--- src/rtl/riscv_if.sv ---
// Instruction-fetch stage: PC, credit-limited imem request channel and a PC-tagged instruction FIFO.
// Optional feature macro RISCV_IF_MISALIGN_CHK_EN adds o_misalign_err for non-word-aligned redirect targets.
//
// state   | meaning
// S_BOOT  | single idle cycle after reset, no requests
// S_RUN   | issue fetches while outstanding + buffered < FIFO_DEPTH
// S_FLUSH | dropping responses of fetches issued before a redirect
module riscv_if #(
   parameter logic [31:0] RESET_PC   = 32'h0000_0000,
   parameter int          FIFO_DEPTH = 2
) (
   input  logic        i_clk,
   input  logic        i_rst,
   output logic        o_imem_req_valid,
   input  logic        i_imem_req_ready,
   output logic [31:0] o_imem_req_addr,
   input  logic        i_imem_rsp_valid,
   input  logic [31:0] i_imem_rsp_data,
   output logic [31:0] o_instr,
   output logic [31:0] o_instr_pc,
   output logic        o_instr_valid,
   input  logic        i_instr_ready,
   input  logic        i_redirect,
   input  logic [31:0] i_redirect_pc
`ifdef RISCV_IF_MISALIGN_CHK_EN
   ,
   output logic        o_misalign_err
`endif
);

   localparam int AW = $clog2(FIFO_DEPTH);
   localparam int CW = AW + 1;

   typedef enum logic [1:0] {S_BOOT, S_RUN, S_FLUSH} state_t;

   state_t        state_q, state_d;
   logic [31:0]   fetch_pc_q, fetch_pc_d;
   logic [31:0]   rsp_pc_q, rsp_pc_d;
   logic [CW-1:0] outstanding_q, outstanding_d;
   logic [CW-1:0] discard_q, discard_d;
   logic [CW-1:0] count_q, count_d;
   logic [AW-1:0] wr_ptr_q, wr_ptr_d;
   logic [AW-1:0] rd_ptr_q, rd_ptr_d;
   logic [31:0]   fifo_data_q [FIFO_DEPTH];
   logic [31:0]   fifo_pc_q   [FIFO_DEPTH];

   logic [31:0]   redirect_tgt;
   logic          credit_ok;
   logic          req_valid;
   logic          req_fire;
   logic          rsp_live;
   logic          rsp_drop;
   logic          push;
   logic          pop;

   assign redirect_tgt = i_redirect_pc & 32'hFFFF_FFFC;

   // In-flight reads are counted against the FIFO so every response has a free slot.
   assign credit_ok = ({1'b0, outstanding_q} + {1'b0, count_q}) < (CW+1)'(FIFO_DEPTH);
   assign req_valid = (state_q == S_RUN) && !i_redirect && credit_ok;
   assign req_fire  = req_valid && i_imem_req_ready;
   assign rsp_live  = i_imem_rsp_valid && (outstanding_q != '0);
   assign rsp_drop  = rsp_live && (discard_q != '0);
   assign push      = rsp_live && !rsp_drop && !i_redirect;
   assign pop       = (count_q != '0) && i_instr_ready && !i_redirect;

   assign o_imem_req_valid = req_valid;
   assign o_imem_req_addr  = fetch_pc_q;
   assign o_instr_valid    = (count_q != '0);
   assign o_instr          = fifo_data_q[rd_ptr_q];
   assign o_instr_pc       = fifo_pc_q[rd_ptr_q];

   always_comb begin
      state_d       = state_q;
      fetch_pc_d    = fetch_pc_q;
      rsp_pc_d      = rsp_pc_q;
      discard_d     = discard_q;
      count_d       = count_q;
      wr_ptr_d      = wr_ptr_q;
      rd_ptr_d      = rd_ptr_q;
      outstanding_d = outstanding_q + CW'(req_fire) - CW'(rsp_live);
      if (i_redirect) begin
         fetch_pc_d = redirect_tgt;
         rsp_pc_d   = redirect_tgt;
         discard_d  = outstanding_q - CW'(rsp_live);
         count_d    = '0;
         wr_ptr_d   = '0;
         rd_ptr_d   = '0;
         state_d    = (discard_d != '0) ? S_FLUSH : S_RUN;
      end else begin
         if (req_fire) fetch_pc_d = fetch_pc_q + 32'd4;
         if (rsp_drop) discard_d = discard_q - CW'(1);
         if (push) begin
            rsp_pc_d = rsp_pc_q + 32'd4;
            wr_ptr_d = wr_ptr_q + AW'(1);
         end
         if (pop) rd_ptr_d = rd_ptr_q + AW'(1);
         count_d = count_q + CW'(push) - CW'(pop);
         case (state_q)
            S_BOOT:  state_d = S_RUN;
            S_FLUSH: if (discard_d == '0) state_d = S_RUN;
            default: state_d = state_q;
         endcase
      end
   end

   always_ff @(posedge i_clk) begin
      if (i_rst) begin
         state_q       <= S_BOOT;
         fetch_pc_q    <= RESET_PC;
         rsp_pc_q      <= RESET_PC;
         outstanding_q <= '0;
         discard_q     <= '0;
         count_q       <= '0;
         wr_ptr_q      <= '0;
         rd_ptr_q      <= '0;
         for (int i = 0; i < FIFO_DEPTH; i++) begin
            fifo_data_q[i] <= '0;
            fifo_pc_q[i]   <= '0;
         end
      end else begin
         state_q       <= state_d;
         fetch_pc_q    <= fetch_pc_d;
         rsp_pc_q      <= rsp_pc_d;
         outstanding_q <= outstanding_d;
         discard_q     <= discard_d;
         count_q       <= count_d;
         wr_ptr_q      <= wr_ptr_d;
         rd_ptr_q      <= rd_ptr_d;
         if (push) begin
            fifo_data_q[wr_ptr_q] <= i_imem_rsp_data;
            fifo_pc_q[wr_ptr_q]   <= rsp_pc_q;
         end
      end
   end

`ifdef RISCV_IF_MISALIGN_CHK_EN
   logic misalign_q;

   always_ff @(posedge i_clk) begin
      if (i_rst) misalign_q <= 1'b0;
      else       misalign_q <= i_redirect && (i_redirect_pc[1:0] != 2'b00);
   end

   assign o_misalign_err = misalign_q;
`endif

endmodule

--- config.mk ---
export PLATFORM = sky130hd
export DESIGN_NAME = riscv_if
export DESIGN_NICKNAME = d
export VERILOG_FILES = /design/src/rtl/riscv_if.sv
export SDC_FILE = /design/constraint.sdc
export NUM_CORES = 1
export LEC_CHECK = 0
export CAP_MARGIN = 10
export CORE_ASPECT_RATIO = 1.5
export CORE_UTILIZATION = 35
export CTS_BUF_LIST = sky130_fd_sc_hd__clkbuf_8
export DETAILED_ROUTE_END_ITERATION = 12
export PLACE_DENSITY = 0.62
export SETUP_SLACK_MARGIN = 0.02
export SYNTH_ARGS = -nofsm -noshare
export SYNTH_HDL_FRONTEND = slang
export SYNTH_SLANG_ARGS = --single-unit
--- constraint.sdc ---
create_clock -name i_clk -period 11.94 [get_ports i_clk]
set_input_delay 3.582 -clock i_clk [delete_from_list [all_inputs] [get_ports i_clk]]
set_output_delay 3.582 -clock i_clk [all_outputs]
set_load 0.01 [all_outputs]
; ---- Word level (Yosys, flattened, before mapping)
; Memory sizes are Yosys's and may differ from the RTL's. A register that Yosys moved wholly into a read port is not among the register bits.
; Cells that the tools add are included.
; W data, S select, Z words.
[word_totals]
register_bits = 74
ram_bits = 128
input_bits = 70
out_inout_bits = 98
word_cells = 77
memories = 2
[classes]
add_sub_neg = 11
order_cmp = 1
n_eq_ne = 3
n_mux = 26
n_reduce_logical = 24
[mem_list]
columns = name, depth, word_bits, rd, rd_ports_with_merged_regs, write_ports, line_no
row1 = fifo_data_q, 2, 32, 1, 1, 2, 44  ; logic [31:0] fifo_data_q [FIFO_DEPTH];
row2 = fifo_pc_q, 2, 32, 1, 1, 2, 45  ; logic [31:0] fifo_pc_q [FIFO_DEPTH];
[ops]
columns = cell, n
row1 = $mux W32, 6
row2 = $add A32 B3 Y32 const B, 2
row3 = $reduce_or A32 Y1, 2
row4 = $mux W1, 13
row5 = $mux W2, 6
row6 = $reduce_bool A2 Y1, 6
row7 = $logic_and A1 B1 Y1, 9
row8 = $sub A2 B1 Y2, 3
row9 = $add A2 B1 Y2, 2
row10 = $logic_not A2 Y1, 2
row11 = $pmux W2 S2, 1
row12 = $add A2 B2 Y3, 1
row13 = $lt A3 B2 Y1 const B, 1
row14 = $ne A3 B3 Y1 const B, 1
row15 = $reduce_bool A3 Y1, 1
row16 = $add A1 B1 Y1 const B, 2
row17 = $eq A2 B1 Y1 const B, 1
row18 = $eq A2 B2 Y1 const B, 1
row19 = $logic_not A1 Y1, 2
row20 = $reduce_and A2 Y1, 1
row21 = $reduce_or A2 Y1, 1
row22 = $sub A2 B1 Y2 const B, 1

; ---- Longest topological paths before layout
; Gate-level depths: netlist of run 1.
[depth]
word_depth = 11
depth_mapped = 11

; ---- Worst setup path after synthesis of run 1
; No wires, ideal clock.
[synth_path]
path_kind = in2reg
start = input i_redirect
end = memory fifo_data_q[0][0], enable pin
setup_time_ns = 0.568
t_arrival_ns = 8.606
required_ns = 11.372
path_slack_ns = 2.767
stages = 5
n_path_buf = 2
cell_sequence = clkbuf_1 clkinv_1 clkbuf_1 nand2_1 o21ai_0
[synth_lines]
columns = element, line_no
row1 = from (decl), 23  ; input logic i_redirect,
row2 = to (decl), 44

; ---- Worst setup path after layout of run 1
[layout_path]
start = input i_redirect
end = output o_imem_req_valid
[layout_via]
elab_chain_cells = 3
[layout_rtl]
columns = element, line_no
row1 = $logic_not A1 Y1, 60  ; assign req_valid = (state_q == S_RUN) && !i_redirect && credit_ok;
row2 = $logic_and A1 B1 Y1 (2 in a row), 60
row3 = to (decl), 14  ; output logic o_imem_req_valid,
; Every way passes these cells.

==> flow_metrics.tcl, run 1 <==
set metrics [dict create \
    switching_share_pct 26.4 \
    drv_cap 0 \
    startpoint_type "input pin" \
    grt.total_usage_pct 16.7 \
    synth_common_cells "and2_1, edfxtp_1, dfxtp_1, mux2_2, clkbuf_1" \
    num_rows 72 \
    p_leak_nw 4.14 \
    rr_worst_depth 6 \
    antenna_left 0 \
    ys_top_cells_by_area "edfxtp_1, dfxtp_1, and2_1" \
    synth_most_common_cell "and2_1" \
    avgViaCountPerCell 4.93 \
    clkSlewWorstSetupHoldPaths_ns 0.09 \
    die_h_um 201 \
    cts-resized-gates 0 \
    hp-class "register to register" \
    synth-edff-count 124 \
    synth_flop_cell "edfxtp_1" \
    fin_nets 1007 \
    crit_fanout 26 \
    endpoint_kind "output pin" \
    hp-start "rd_ptr_q" \
    wl_um 21900 \
    firstDrtPassIters 4 \
    clock_skew_ns 0.0179 \
    grt_antenna_before_repair 0 \
    start_util_pct 35.8 \
    grt_pass1_wl_um 34400 \
    min_path_cells 2 \
    cts_setup_buffers 0 \
    overflow 0 \
    power_density_nw_per_um2 131 \
    htreeDepth 4 \
    maxSlewHeadroom_pct 26.2 \
    drive_gt1_share_pct 13.0 \
    p_comb_share_pct 16.4 \
    ys_types 56 \
    clock_latency_ns 0.48 \
    io_pins 168 \
    seq_area_frac_synth_pct 55.5 \
    setup_viol 0 \
    synth.yosys.warnings 0 \
    period_needed_ns 8.51 \
    power.switching_mw 0.405 \
    status "complete, no violations" \
    cts_hold_buf 0 \
    p_total_mw 1.53 \
    tritoncts "yes" \
    final_max_slew_viol_count 0 \
    synth_area_um2 9270 \
    fin_crit_sh_pct 71.3 \
    wl_per_cell_um 17.2 \
    clk_path_buf_depth 2 \
    hold_violations 0 \
    syn_inst 783 \
    r2r_end "fifo_data_q[1][18]" \
    max_freq_ghz 0.117 \
    critPathArrivalTime_ns 4.93 \
    diodes 0 \
    synth-async-reset-ratio_pct 0 \
    cts_buffers 17 \
    portBuffers 161 \
    layout-area-overhead-vs-synth_pct 25.7 \
    ir_drop_v 0.0000656 \
    num_vias 6286 \
    dr.first_iter.drc_count 355 \
    yosysTopAreaCellShare_pct 40.2 \
    place_hpwl_um 14500 \
    worstHoldEndpoint "rd_ptr_q" \
    coreArea_um2 25900 \
    clock_power_share_pct 31.1 \
    grt_pass1_vias 6409 \
    syn_avg_cell_area_um2 11.8 \
    drc 0 \
    cts_root_buffer "clkbuf_8" \
    seq_power_share_pct 52.5 \
    path_class "input pin to output pin" \
    required_ns 8.36 \
    reg2reg_from "discard_q[0]" \
    r2r_slack_ns 8.79 \
    intPower_mw 1.13 \
    synth_top_area_cell "edfxtp_1" \
    worst_slew_pin_slew_ns 1.10 \
    clock_sinks 195 \
    rsz0062_at_grt "no" \
    die_area_um2 27100 \
    ys_ff_latch 195 \
    routabilityCongestion 0.840 \
    die_w_um 135 \
    grt_max_degree 63 \
    tns_ns 0 \
]
-- cell type report --
type,instances,area [um^2]
inverter,13,48.8
tap,333,417
sequential,195,5150
timing repair buffer,170,1680
clock buffer,17,234
fill,2434,14200
multi-input combinational,531,3920
clock inverter,15,203
-- flip-flops by register name (all words and copies together), names as in the netlist, named ones only --
register	cells
o_imem_req_addr	30
wr_ptr_q	1
state_q	2
fifo_pc_q	60
discard_q	2
rsp_pc_q	30
outstanding_q	2
fifo_data_q	64
rd_ptr_q	1
count_q	2
-- layout by cell type, fill, tap and decap left out, drive strengths merged, types with 14 or more instances in the layout --
cell           instances
nor4                  20
xor2                  27
edfxtp               124
and2                 125
dfxtp                 71
a21boi                33
mux2                  63
clkdlybuf4s50        161
nor2                  26
nand3                 31
nand2                 27
o21a                  21
inv                   21
xnor2                 34
clkbuf                17
nand4                 14
-- power groups by stage --
stage / sequential, mW / clock (mW) / combinational (mW)
global placement: 0.817 / 0 / 0.251
finish: 0.803 / 0.477 / 0.250
CTS: 0.804 / 0.492 / 0.255
floorplan: 0.814 / 0 / 0.138
detailed placement: 0.819 / 0 / 0.253
global route: 0.811 / 0.517 / 0.275
-- kinds of logic (layout without fill, tap and decap cells) --
| group | Yosys count | count (layout) | share of synthesized area, % |
|---|---|---|---|
| mux | 65 | 65 | 7.87 |
| flops | 195 | 195 | 55.5 |
| simple gates | 288 | 288 | 18.9 |
| fa+ha+maj | 9 | 9 | 1.30 |
| xor+xnor | 61 | 61 | 5.77 |
| other cells | 1 | 4 | 0.0405 |
| compound gates | 104 | 104 | 7.89 |
| buf+inv | 60 | 215 | 2.69 |
-- worst max path at each step --
stage                        end        from  slack, ns  cells past startpoint
2_1_floorplan  fifo_data_q[0][0]  i_redirect       2.77                      5
3_3_place_gp    o_imem_req_valid  i_redirect       3.43                      4
3_5_place_dp    o_imem_req_valid  i_redirect       3.43                      4
4_1_cts         o_imem_req_valid  i_redirect       3.42                      4
5_1_grt         o_imem_req_valid  i_redirect       3.35                      4
6_report        o_imem_req_valid  i_redirect       3.43                      4
-- per-layer routing --
metal,track usage [%],wire [um]
met1,20.1,9420
met2,28.8,11100
met3,3.02,797
met4,6.94,544
met5,0,0
-- through the flow --
stage	setup WS, ns	area, um^2	hold WS (ns)	std cells	util [%]
final	3.43	11600	0.580	1274	45.0
after global routing	3.35	11600	0.616	1274	45.0
after CTS	3.42	11600	0.579	1274	45.0
after detailed placement	3.43	11200	0.551	1242	43.4
after global placement	3.43	11200	0.537	1242	43.4
after floorplan	2.77	9280	0.517	786	-
-- critical path, cell delays in order --
cell	delay (ns)
clkdlybuf4s50_1	0.45
buf_4	0.31
nor2_1	0.09
clkdlybuf4s50_1	0.49
Power figures use the tool's default switching activity.
==> inputs of run 2 (changes only) <==
--- a/config.mk
+++ b/config.mk
@@ -10,7 +10,7 @@
 export CORE_UTILIZATION = 35
 export CTS_BUF_LIST = sky130_fd_sc_hd__clkbuf_8
 export DETAILED_ROUTE_END_ITERATION = 12
-export PLACE_DENSITY = 0.62
+export PLACE_DENSITY = 0.64
 export SETUP_SLACK_MARGIN = 0.02
 export SYNTH_ARGS = -nofsm -noshare
 export SYNTH_HDL_FRONTEND = slang
==> constraint.sdc (replaced) <==
create_clock -name i_clk -period 6.9 [get_ports i_clk]
set_input_delay 2.07 -clock i_clk [delete_from_list [all_inputs] [get_ports i_clk]]
set_output_delay 2.07 -clock i_clk [all_outputs]
set_load 0.01 [all_outputs]
==> run 2 against run 1 <==
  * Worst hold slack worse by 0.0018 ns
  * Combinational power rose by 75%
  * Non-clock buffer count is 7 higher
  * Total power is 73% higher
  * Largest cell class unchanged
  * Largest power group unchanged
  * Highest routed layer unchanged
==> flow_metrics.tcl, run 2 (synthesis gave the netlist of run 1 again) <==
set metrics [dict create \
    status "complete, no violations" \
    die_area_um2 27100 \
    routabilityCongestion 0.825 \
    endpoint_kind "output pin" \
    grt_antenna_before_repair 0 \
    utilization_pct 45.3 \
    crit_fanout 2 \
    avgViaCountPerCell 4.92 \
    grt.total_usage_pct 16.4 \
    layout-area-overhead-vs-synth_pct 26.3 \
    fin_nets 1014 \
    clk_path_buf_depth 2 \
    final_area_um2 11700 \
    io_pins 168 \
    p_comb_share_pct 16.5 \
    use_met1_pct 18.9 \
    num_rows 72 \
    place_hpwl_um 15400 \
    final_max_slew_viol_count 0 \
    cts-resized-gates 0 \
    whs_ns 0.578 \
    die_h_um 201 \
    layout.cells.non_filler 1281 \
    setup_viol 0 \
    firstDrtPassIters 4 \
    rr_worst_depth 7 \
    rsz0062_at_grt "no" \
    hold_violations 0 \
    mostFrequentLayoutCells "clkdlybuf4s50_1, and2_1, edfxtp_1" \
    startpoint_type "input pin" \
    top_usage_layer "met2" \
    fin_crit_sh_pct 76.8 \
    cts_root_buffer "clkbuf_8" \
    tns_ns 0 \
    clock_sinks 195 \
    wl_um 21700 \
    diodes 0 \
    drv_cap 0 \
    htreeDepth 4 \
    antenna_left 0 \
    min_path_cells 2 \
    clock_latency_ns 0.47 \
    grt_max_degree 63 \
    maxSlewHeadroom_pct 25.3 \
    clock_power_share_pct 30.8 \
    clock_skew_ns 0.0142 \
    required_ns 4.83 \
    p_total_mw 2.64 \
    power.switching_mw 0.696 \
    dpl_cell_area_um2 11300 \
    drc 0 \
    final_common_cell "clkdlybuf4s50_1" \
    dr.first_iter.drc_count 325 \
    p_leak_nw 4.17 \
    start_util_pct 35.8 \
    hp-class "register to register" \
    fin_ws_ns 1.60 \
    seq_power_share_pct 52.6 \
    die_w_um 135 \
    power_density_nw_per_um2 226 \
    critPathArrivalTime_ns 3.23 \
    grt.met2_usage_pct 29.6 \
    num_vias 6298 \
    largest-register "fifo_data_q" \
    max_freq_ghz 0.189 \
    grt_pass1_vias 6304 \
    largest_registers "fifo_data_q (64), fifo_pc_q (60)" \
    switching_share_pct 26.3 \
    grt_pass1_wl_um 34000 \
    drive_gt1_share_pct 13.6 \
    ir_drop_v 0.000107 \
    wl_per_cell_um 16.9 \
    clkSlewWorstSetupHoldPaths_ns 0.10 \
    coreArea_um2 25900 \
    overflow 0 \
    tritoncts "yes" \
    place_ws_ns 1.57 \
    largest_reg_flops 64 \
    portBuffers 161 \
    period_needed_ns 5.30 \
    fillCellCount 2416 \
    cts_hold_buf 0 \
    dp_cells 1249 \
    worst_slew_pin_slew_ns 1.11 \
    intPower_mw 1.95 \
    cts_buffers 17 \
    path_class "input pin to output pin" \
    cts_setup_buffers 0 \
    use_met3_pct 3.00 \
]
==> run 2: cell types whose count changed in the layout (fill, tap and decap cells not counted) <==
cell       delta
buf_4         +7
bufinv_16     -1
clkbuf_8      +3
clkinv_2      -1
clkinv_4      -1
inv_4         -2
inv_6         +1
inv_8         +1
==> run 2: final cells by class <==
| class | instances | area [um^2] | share of cell area (%) |
|---|---|---|---|
| multi-input cells | 531 | 3920 | 33.5 |
| repair buffers | 177 | 1730 | 14.8 |
| inverters | 13 | 48.8 | 0.417 |
| well taps | 333 | 417 | 3.56 |
| flip-flops and latches | 195 | 5150 | 44.0 |
| clock inverters | 12 | 166 | 1.42 |
| clock buffers | 20 | 275 | 2.35 |
==> run 2: worst paths after layout <==
kind                                       start             endpoint  slack (ns)
worst min register to register          rd_ptr_q             rd_ptr_q        0.58
worst min-delay path                    rd_ptr_q             rd_ptr_q        0.58
worst max-delay path                  i_redirect     o_imem_req_valid        1.60
worst max register to register  outstanding_q[0]  o_imem_req_addr[16]        3.86
==> run 2: power by group through the flow <==
stage,Sequential [mW],Combinational (mW),Clock [mW]
3_3_place_gp,1.42,0.436,0
2_1_floorplan,1.41,0.239,0
3_5_place_dp,1.42,0.441,0
4_1_cts,1.39,0.444,0.844
6_report,1.39,0.437,0.815
5_1_grt,1.40,0.477,0.891
==> run 2: layer usage <==
metal,part of all wire [%],wire length [um]
met4,2.0,440
met3,3.7,800
met2,53,11500
met1,41,8970
met5,0,0
==> run 2: critical path, cell delays in order <==
cell and delay, ns:
clkdlybuf4s50_1 0.45, nor2_1 0.15, clkdlybuf4s50_1 0.56
==> inputs of run 3 (changes only) <==
--- a/config.mk
+++ b/config.mk
@@ -10,7 +10,7 @@
 export CORE_UTILIZATION = 35
 export CTS_BUF_LIST = sky130_fd_sc_hd__clkbuf_8
 export DETAILED_ROUTE_END_ITERATION = 12
-export PLACE_DENSITY = 0.64
+export PLACE_DENSITY = 0.62
 export SETUP_SLACK_MARGIN = 0.02
 export SYNTH_ARGS = -nofsm -noshare
 export SYNTH_HDL_FRONTEND = slang
==> constraint.sdc (replaced) <==
create_clock -name i_clk -period 5.52 [get_ports i_clk]
set_input_delay 1.656 -clock i_clk [delete_from_list [all_inputs] [get_ports i_clk]]
set_output_delay 1.656 -clock i_clk [all_outputs]
set_load 0.01 [all_outputs]
==> run 3 against run 2 <==
  * Sequential cell count is the same
  * Worst setup slack worse by 0.56 ns
  * Count of clock-buffer cells in the layout is 3 lower
  * Die area unchanged
  * Design area down 0.34%
  * Total power rose by 22%
  * Final cell count shrank 0.39%
  * First-iteration DRC count grew 2.5%
  * Worst hold slack worse by 0.0015 ns
  * Highest routed layer unchanged
==> flow_metrics.tcl, run 3 (synthesis gave the netlist of run 1 again) <==
set metrics [dict create \
    critPathArrivalTime_ns 2.83 \
    dpl_cell_area_um2 11300 \
    clock_sinks 195 \
    largest_reg_flops 64 \
    hp-start "rd_ptr_q" \
    dr.first_iter.drc_count 333 \
    clock_power_share_pct 29.1 \
    crit_fanout 7 \
    routabilityCongestion 0.803 \
    worstHoldEndpoint "rd_ptr_q" \
    grt_antenna_before_repair 0 \
    start_util_pct 35.8 \
    hold_violations 0 \
    portBuffers 161 \
    cts_hold_buf 0 \
    cts_root_buffer "clkbuf_8" \
    intPower_mw 2.38 \
    r2r_end "o_imem_req_addr[16]" \
    place_hpwl_um 14800 \
    wl_um 21600 \
    maxSlewHeadroom_pct 24.9 \
    p_leak_nw 4.15 \
    setup_viol 0 \
    clk_path_buf_depth 2 \
    ir_drop_v 0.000143 \
    grt_max_degree 88 \
    rsz0062_at_grt "no" \
    coreArea_um2 25900 \
    layout-area-overhead-vs-synth_pct 25.9 \
    cts_buffers 17 \
    period_needed_ns 4.48 \
    rr_worst_depth 7 \
    diodes 0 \
    die_w_um 135 \
    largest-register "fifo_data_q" \
    fin_nets 1010 \
    num_rows 72 \
    worst_slew_pin_slew_ns 1.12 \
    grt_pass1_vias 6318 \
    final_common_cell "clkdlybuf4s50_1" \
    power.switching_mw 0.844 \
    p_comb_share_pct 17.0 \
    final_area_um2 11700 \
    path_class "register to output pin" \
    clock_skew_ns 0.0256 \
    clkSlewWorstSetupHoldPaths_ns 0.09 \
    tritoncts "yes" \
    hp-class "register to register" \
    num_vias 6281 \
    mostFrequentLayoutCells "clkdlybuf4s50_1, and2_1, edfxtp_1" \
    firstDrtPassIters 4 \
    die_h_um 201 \
    grt.total_usage_pct 16.2 \
    seq_power_share_pct 53.9 \
    min_path_cells 2 \
    clock_latency_ns 0.48 \
    drc 0 \
    overflow 0 \
    antenna_left 0 \
    die_area_um2 27100 \
    wl_per_cell_um 16.9 \
    io_pins 168 \
    max_freq_ghz 0.223 \
    p_total_mw 3.23 \
    required_ns 3.86 \
    power_density_nw_per_um2 277 \
    crit_path_start "outstanding_q[0]" \
    grt_pass1_wl_um 33600 \
    avgViaCountPerCell 4.92 \
    switching_share_pct 26.1 \
    startpoint_type "register" \
    drv_cap 0 \
    fin_crit_sh_pct 81.2 \
    r2r_slack_ns 2.47 \
    reg2reg_from "outstanding_q[0]" \
    final_max_slew_viol_count 0 \
    status "complete, no violations" \
    endpoint_kind "output pin" \
    htreeDepth 4 \
    cts-resized-gates 0 \
    cts_setup_buffers 0 \
    tns_ns 0 \
    drive_gt1_share_pct 13.1 \
    largest_registers "fifo_data_q (64), fifo_pc_q (60)" \
]
run 3: cell types whose count changed in the layout (fill, tap and decap cells not counted):
cell / change
buf_12: +3
clkinv_2: +5
clkinv_4: +1
inv_8: -2
clkbuf_8: -3
buf_4: -7
inv_6: -2
run 3: critical path, cell delays in order, from the launching register on:
cell and delay (ns):
dfxtp_1 0.45, and2_1 0.18, fa_1 0.45, or4b_4 0.61, nor2_1 0.11, clkdlybuf4s50_1 0.54
run 3: worst max-delay path by stage:
stage,slack [ns],depth (start not counted),end
global route,0.94,5,o_imem_req_valid
finish,1.04,5,o_imem_req_valid
CTS,0.99,5,o_imem_req_valid
floorplan,0.09,4,fifo_data_q[1][0]
global placement,1.13,5,fifo_data_q[1][19]
detailed placement,1.12,5,fifo_data_q[1][14]
run 3: power by group through the flow:
stage / logic (mW) / registers, mW / clock network, mW
finish: 0.547 / 1.74 / 0.941
global route: 0.598 / 1.75 / 1.03
CTS: 0.557 / 1.74 / 0.974
detailed placement: 0.553 / 1.77 / 0
global placement: 0.548 / 1.77 / 0
floorplan: 0.299 / 1.75 / 0
run 3: layer usage:
layer	part of all wire, %	track usage, %
met1	42	18.9
met5	0	0
met3	4.3	3.02
met4	1.9	5.90
met2	51	29.2
run 3: stage by stage:
stage	worst slack [ns]	instances	utilization, %	hold slack [ns]
final	1.04	1276	45.1	0.576
after global routing	0.942	1276	45.1	0.622
after CTS	0.989	1276	45.1	0.577
after detailed placement	1.12	1245	43.6	0.560
after global placement	1.13	1245	43.6	0.537
after floorplan	0.0914	786	-	0.517
run 3: cell type report:
type                    instances  area (um^2)
repair buffers                173         1740
multi-input cells             531         3920
well taps                     333          417
clock inverters                14          160
inverters                      13         48.8
fillers                      2454        14200
clock buffers                  17          234
flip-flops and latches        195         5150
